File: config.mk
export PLATFORM = sky130hd
export DESIGN_NAME = mvm_stream
export DESIGN_NICKNAME = d
export VERILOG_FILES = /design/src/rtl/mvm_pkg.sv /design/src/rtl/mvm_mac.sv /design/src/rtl/mvm_stream.sv
export SDC_FILE = /design/constraint.sdc
export NUM_CORES = 1
export LEC_CHECK = 0
export CAP_MARGIN = 20
export CORE_MARGIN = 1.5
export CORE_UTILIZATION = 64
export DETAILED_ROUTE_END_ITERATION = 8
export DONT_BUFFER_PORTS = 1
export HOLD_SLACK_MARGIN = 0.02
export PLACE_DENSITY = 0.78
export RECOVER_POWER = 25
export SKIP_LAST_GASP = 1
export SLEW_MARGIN = 30
export SYNTH_ARGS = -nofsm -noshare
export SYNTH_HDL_FRONTEND = slang
export SYNTH_HIERARCHICAL = 1
export SYNTH_SLANG_ARGS = --single-unit
File: constraint.sdc
create_clock -name clk -period 6.9 [get_ports clk]
set_input_delay 0 -clock clk [delete_from_list [all_inputs] [get_ports clk]]
set_output_delay 0 -clock clk [all_outputs]
set_load 0.02 [all_outputs]
File: src/rtl/mvm_pkg.sv
// Shared types and helpers for the streaming matrix-vector multiplier.
package mvm_pkg;

   typedef enum logic [2:0] {
      IDLE,
      LOAD_A,
      LOAD_X,
      COMPUTE,
      OUTPUT
   } mvm_state_e;

   // Working width for narrow(); every accumulator is sign-extended to this.
   localparam int unsigned NARROW_W = 64;

   // Accumulator width that holds COLS full-width products without overflow.
   function automatic int unsigned acc_width(input int unsigned in_w,
                                             input int unsigned cols);
      return 2 * in_w + $clog2(cols);
   endfunction

   // Narrow a sign-extended accumulator to out_w bits: wrap or clamp.
   // The result is sign-extended back to NARROW_W so callers can compare it
   // with the input to detect clamping.
   function automatic logic signed [NARROW_W-1:0] narrow(
      input logic signed [NARROW_W-1:0] acc,
      input int unsigned                out_w,
      input bit                         sat);
      logic signed [NARROW_W-1:0] hi;
      logic signed [NARROW_W-1:0] lo;
      logic signed [NARROW_W-1:0] wrapped;
      hi      = (64'sd1 <<< (out_w - 1)) - 64'sd1;
      lo      = -hi - 64'sd1;
      wrapped = (acc <<< (NARROW_W - out_w)) >>> (NARROW_W - out_w);
      if (sat) begin
         if (acc > hi) return hi;
         if (acc < lo) return lo;
         return acc;
      end
      return wrapped;
   endfunction

endpackage

File: src/rtl/mvm_mac.sv
// Signed multiply-accumulate; the first term of a dot product discards the
// previous sum. sum_o is the combinational result of the current step.
module mvm_mac
   import mvm_pkg::*;
#(
   parameter int INPUT_WIDTH = 8,
   parameter int ACC_W       = 18
) (
   input  logic                          clk,
   input  logic                          reset,
   input  logic                          en_i,
   input  logic                          first_i,
   input  logic signed [INPUT_WIDTH-1:0] a_i,
   input  logic signed [INPUT_WIDTH-1:0] b_i,
   output logic signed [ACC_W-1:0]       sum_o
);

   logic signed [2*INPUT_WIDTH-1:0] prod;
   logic signed [ACC_W-1:0]         base;
   logic signed [ACC_W-1:0]         acc_q;
   logic signed [ACC_W-1:0]         acc_d;

   // Product plus either zero (first term) or the running sum.
   always_comb begin
      prod  = a_i * b_i;
      base  = first_i ? '0 : acc_q;
      sum_o = base + ACC_W'(prod);
      acc_d = en_i ? sum_o : acc_q;
   end

   // Running-sum register.
   always_ff @(posedge clk) begin
      if (reset) acc_q <= '0;
      else       acc_q <= acc_d;
   end

endmodule

File: src/rtl/mvm_stream.sv
// Streaming signed matrix-vector multiplier y = A*x with valid/ready I/O.
// A is loaded row-major, then x; rows of y are streamed out row 0 first.
// Optional: define MVM_STREAM_SAT_EN for saturating narrowing plus sat_flag.
module mvm_stream
   import mvm_pkg::*;
#(
   parameter int ROWS         = 4,
   parameter int COLS         = 4,
   parameter int INPUT_WIDTH  = 8,
   parameter int OUTPUT_WIDTH = 16
) (
   input  logic                           clk,
   input  logic                           reset,
   input  logic                           start,
   input  logic                           keep_matrix,
   input  logic                           in_valid,
   output logic                           in_ready,
   input  logic signed [INPUT_WIDTH-1:0]  data_in,
   output logic                           out_valid,
   input  logic                           out_ready,
   output logic signed [OUTPUT_WIDTH-1:0] data_out,
   output logic                           out_last,
   output logic                           done
`ifdef MVM_STREAM_SAT_EN
   ,
   output logic                           sat_flag
`endif
);

   localparam int unsigned ACC_W = acc_width(INPUT_WIDTH, COLS);
   localparam int unsigned RW    = (ROWS > 1) ? $clog2(ROWS) : 1;
   localparam int unsigned CW    = $clog2(COLS);
   localparam logic [RW-1:0] R_LAST = RW'(ROWS - 1);
   localparam logic [CW-1:0] K_LAST = CW'(COLS - 1);
`ifdef MVM_STREAM_SAT_EN
   localparam bit SAT = 1'b1;
`else
   localparam bit SAT = 1'b0;
`endif

   mvm_state_e                     state_q, state_d;
   logic [RW-1:0]                  r_q, r_d;
   logic [CW-1:0]                  k_q, k_d;
   logic                           a_loaded_q, a_loaded_d;
   logic                           out_valid_q, out_valid_d;
   logic                           out_last_q, out_last_d;
   logic                           done_q, done_d;
   logic signed [OUTPUT_WIDTH-1:0] data_out_q, data_out_d;
`ifdef MVM_STREAM_SAT_EN
   logic                           sat_q, sat_d;
`endif

   logic signed [INPUT_WIDTH-1:0]  a_mem [ROWS][COLS];
   logic signed [INPUT_WIDTH-1:0]  x_mem [COLS];

   logic                           in_xfer, out_xfer;
   logic                           mac_en, mac_first;
   logic signed [ACC_W-1:0]        mac_sum;
   logic signed [NARROW_W-1:0]     acc_wide;

   assign in_ready  = (state_q == LOAD_A) || (state_q == LOAD_X);
   assign in_xfer   = in_valid & in_ready;
   assign out_xfer  = out_valid_q & out_ready;
   assign out_valid = out_valid_q;
   assign out_last  = out_last_q;
   assign data_out  = data_out_q;
   assign done      = done_q;
`ifdef MVM_STREAM_SAT_EN
   assign sat_flag  = sat_q;
`endif

   mvm_mac #(
      .INPUT_WIDTH (INPUT_WIDTH),
      .ACC_W       (ACC_W)
   ) u_mac (
      .clk     (clk),
      .reset   (reset),
      .en_i    (mac_en),
      .first_i (mac_first),
      .a_i     (a_mem[r_q][k_q]),
      .b_i     (x_mem[k_q]),
      .sum_o   (mac_sum)
   );

   // Operand storage; r_q/k_q double as load pointers while loading.
   always_ff @(posedge clk) begin
      if (in_xfer) begin
         if (state_q == LOAD_A) a_mem[r_q][k_q] <= data_in;
         else                   x_mem[k_q]      <= data_in;
      end
   end

   // Next-state, counter and output-register logic.
   always_comb begin
      state_d     = state_q;
      r_d         = r_q;
      k_d         = k_q;
      a_loaded_d  = a_loaded_q;
      out_valid_d = out_valid_q;
      out_last_d  = out_last_q;
      data_out_d  = data_out_q;
      done_d      = 1'b0;
      mac_en      = 1'b0;
      mac_first   = 1'b0;
      acc_wide    = NARROW_W'(mac_sum);
`ifdef MVM_STREAM_SAT_EN
      sat_d       = sat_q;
`endif
      case (state_q)
         IDLE: begin
            if (start) begin
               r_d     = '0;
               k_d     = '0;
               state_d = (keep_matrix && a_loaded_q) ? LOAD_X : LOAD_A;
            end
         end
         LOAD_A: begin
            if (in_xfer) begin
               if (k_q == K_LAST) begin
                  k_d = '0;
                  if (r_q == R_LAST) begin
                     r_d        = '0;
                     a_loaded_d = 1'b1;
                     state_d    = LOAD_X;
                  end else begin
                     r_d = r_q + 1'b1;
                  end
               end else begin
                  k_d = k_q + 1'b1;
               end
            end
         end
         LOAD_X: begin
            if (in_xfer) begin
               if (k_q == K_LAST) begin
                  k_d     = '0;
                  r_d     = '0;
                  state_d = COMPUTE;
               end else begin
                  k_d = k_q + 1'b1;
               end
            end
         end
         COMPUTE: begin
            mac_en    = 1'b1;
            mac_first = (k_q == '0);
            if (k_q == K_LAST) begin
               k_d         = '0;
               data_out_d  = OUTPUT_WIDTH'(narrow(acc_wide, OUTPUT_WIDTH, SAT));
               out_valid_d = 1'b1;
               out_last_d  = (r_q == R_LAST);
`ifdef MVM_STREAM_SAT_EN
               sat_d       = (narrow(acc_wide, OUTPUT_WIDTH, 1'b1) != acc_wide);
`endif
               state_d     = OUTPUT;
            end else begin
               k_d = k_q + 1'b1;
            end
         end
         OUTPUT: begin
            if (out_xfer) begin
               out_valid_d = 1'b0;
               out_last_d  = 1'b0;
`ifdef MVM_STREAM_SAT_EN
               sat_d       = 1'b0;
`endif
               if (r_q == R_LAST) begin
                  r_d     = '0;
                  done_d  = 1'b1;
                  state_d = IDLE;
               end else begin
                  r_d     = r_q + 1'b1;
                  state_d = COMPUTE;
               end
            end
         end
         default: state_d = IDLE;
      endcase
   end

   // State and control registers with synchronous reset.
   always_ff @(posedge clk) begin
      if (reset) begin
         state_q     <= IDLE;
         r_q         <= '0;
         k_q         <= '0;
         a_loaded_q  <= 1'b0;
         out_valid_q <= 1'b0;
         out_last_q  <= 1'b0;
         done_q      <= 1'b0;
         data_out_q  <= '0;
`ifdef MVM_STREAM_SAT_EN
         sat_q       <= 1'b0;
`endif
      end else begin
         state_q     <= state_d;
         r_q         <= r_d;
         k_q         <= k_d;
         a_loaded_q  <= a_loaded_d;
         out_valid_q <= out_valid_d;
         out_last_q  <= out_last_d;
         done_q      <= done_d;
         data_out_q  <= data_out_d;
`ifdef MVM_STREAM_SAT_EN
         sat_q       <= sat_d;
`endif
      end
   end

endmodule

==> results_dict.tcl <==
set metrics [dict create \
    overflow 0 \
    dp_hpwl_mm 16.2 \
    rows 48 \
    dieWidth_um 136 \
    grt_util_met3_pct 3.44 \
    busiest_layer "met2" \
    fill_cells 1081 \
    gp_congestion 0.914 \
    cp_max_fo 27 \
    cp.required_ns 7.33 \
    cts_tree "done" \
    die_y_um 136 \
    rsz0062_at_grt "no" \
    critPathCaptureType "flip-flop" \
    wl_per_cell_um 21.8 \
    die_area_sq_um 18400 \
    grt_use_met1_pct 40.2 \
    crit_type "reg -> reg" \
    setup_violations 0 \
    grt_pass1_wl_mm 37.6 \
    via_per_inst 6.13 \
    first_global_vias 6852 \
    detail_route.wirelength_mm 23.2 \
    clkTransAtPathRegs_ns 0.06 \
    synth_area_per_cell_sq_um 13.9 \
    cts_setup_buffers 0 \
    path_cells "buf_12, mux4_1, a22oi_1, nand2_1, nand2_1, inv_1, fa_1, inv_1, fa_1, inv_1, fa_1, fa_1, ha_1, ha_1, and3_1, a221oi_2, o21ai_0, a21oi_1, xnor2_1, nand2_1, a21oi_1" \
    area_delta_synth_final_pct 8.68 \
    dr.pass1.iters 5 \
    ff_latch_area_sq_um 5750 \
    ant_nets 0 \
    cpPeakStageDelay_ns 0.62 \
    multiInputGateArea_sq_um 4990 \
    grt_use_total_pct 27.3 \
    cp_top_family "adder cells" \
    synth_area_sq_um 11200 \
    path_buf_inv 4 \
    hold_path_class "in -> reg" \
    drv_slew 0 \
    nets 960 \
    grt_max_degree 49 \
    drv_cap 0 \
    timing.final.crit_share_pct 94.4 \
    drt_first_iter_violations 558 \
    htree_levels 1 \
    finalHoldViolCount 0 \
    drive_gt1_share_pct 9.31 \
    crit_arrival_ns 6.95 \
    ios 34 \
    io_buffer_count 0 \
    num_vias 6517 \
    fin_setup_tns_ns 0 \
    cts-root-buf "clkbuf_16" \
    slowest_stage "mux4_1" \
    yosysWarnings 6 \
    start_kind "flip-flop" \
    status "finished, final reports clean" \
    synthCells 808 \
    start_util_pct 65.2 \
    clock_latency_ns 0.50 \
    critPathMostFrequentCell "fa_1" \
    cts-buffers-inserted 21 \
    worst_slew_pin_slew_ns 0.846 \
    fin_skew_ns 0.0188 \
    max_slew_margin_pct 43.4 \
    grt_use_met2_pct 44.3 \
    drc 0 \
    ctsLongestPathBuffers 3 \
    antenna_found_initial 1 \
    synth_fp_nets 944 \
    fin_crit_ns 6.52 \
    cts_resized 0 \
    fmax_mhz 153 \
    coreArea_sq_um 17200 \
    cts_sinks 207 \
]
routing by layer:
layer	up-vias	wire, um
li1	2894	-
met1	3321	9730
met2	266	11400
met3	36	1650
met4	0	445
met5	-	0
repair_timing:
action / CTS / global route
setup endpoints to repair: 0 / 0
endpoints found under the hold margin: 207 / 0
hold buffers: 15 / 0
worst min-delay path, stage by stage:
cell and delay (ns):
nor3b_1 0.16, a211oi_1 0.12, nand3b_1 0.10, a21oi_1 0.09
cell usage in the layout, fill, tap and decap left out, drive strengths merged, types with 7 or more instances in the layout:
master / n
xnor2: 7
a22oi: 18
o21ai: 8
a21oi: 26
buf: 8
and2: 38
mux2i: 17
edfxtp: 160
nand2b: 10
fa: 76
clkbuf: 27
dfxtp: 47
nor2: 41
nor2b: 10
dlygate4sd3: 14
ha: 46
nand2: 71
mux4: 40
and3: 20
inv: 91
path summary, 6_finish.rpt:
kind | start | endpoint | slack [ns] | cells after the start
max | flip-flop | data_out[13]$_SDFFE_PP0P_ | 0.38 | 21
min reg2reg | u_mac/acc_q[13]$_SDFFE_PP0P_ | u_mac/acc_q[13]$_SDFFE_PP0P_ | 0.47 | 1
min | in_valid | flip-flop | 0.04 | 4
max reg2reg | flip-flop | data_out[13]$_SDFFE_PP0P_ | 0.38 | 21
through the flow:
| step | util, % | hold WS [ns] | instance area, sq um | worst slack [ns] | std cells |
|---|---|---|---|---|---|
| 3_5_place_dp | 66.3 | 0.0779 | 11400 | 0.486 | 1011 |
| 2_1_floorplan | - | 0.0989 | 11200 | 1.13 | 808 |
| 3_3_place_gp | 66.3 | 0.0754 | 11400 | 0.562 | 1011 |
| 5_1_grt | 70.9 | 0.122 | 12200 | 0.0258 | 1064 |
| 4_1_cts | 70.8 | 0.0215 | 12200 | 0.405 | 1063 |
| 6_report | 70.9 | 0.0397 | 12200 | 0.385 | 1064 |
sequential cells by signal, indices dropped and copies added, names as in the netlist, named ones only:
| register | flops |
|---|---|
| x_mem | 32 |
| state_q | 3 |
| a_mem | 128 |
| out_last | 1 |
| data_out | 16 |
| k_q | 2 |
| out_valid | 1 |
| u_mac/acc_q | 16 |
| a_loaded_q | 1 |
| done | 1 |
| r_q | 2 |
layout make-up:
class                   count  area share [%]
multi-input cells         484            40.9
repair buffers             22            1.95
inverters                  88            2.70
diodes                      1          0.0205
clock inverters            10           0.522
clock buffers              27            4.57
flip-flops and latches    207            47.0
well taps                 225            2.30
Power is left out: the tool's default activity adds up to more than one toggle a clock period on the data nets, which glitch-free logic cannot reach.
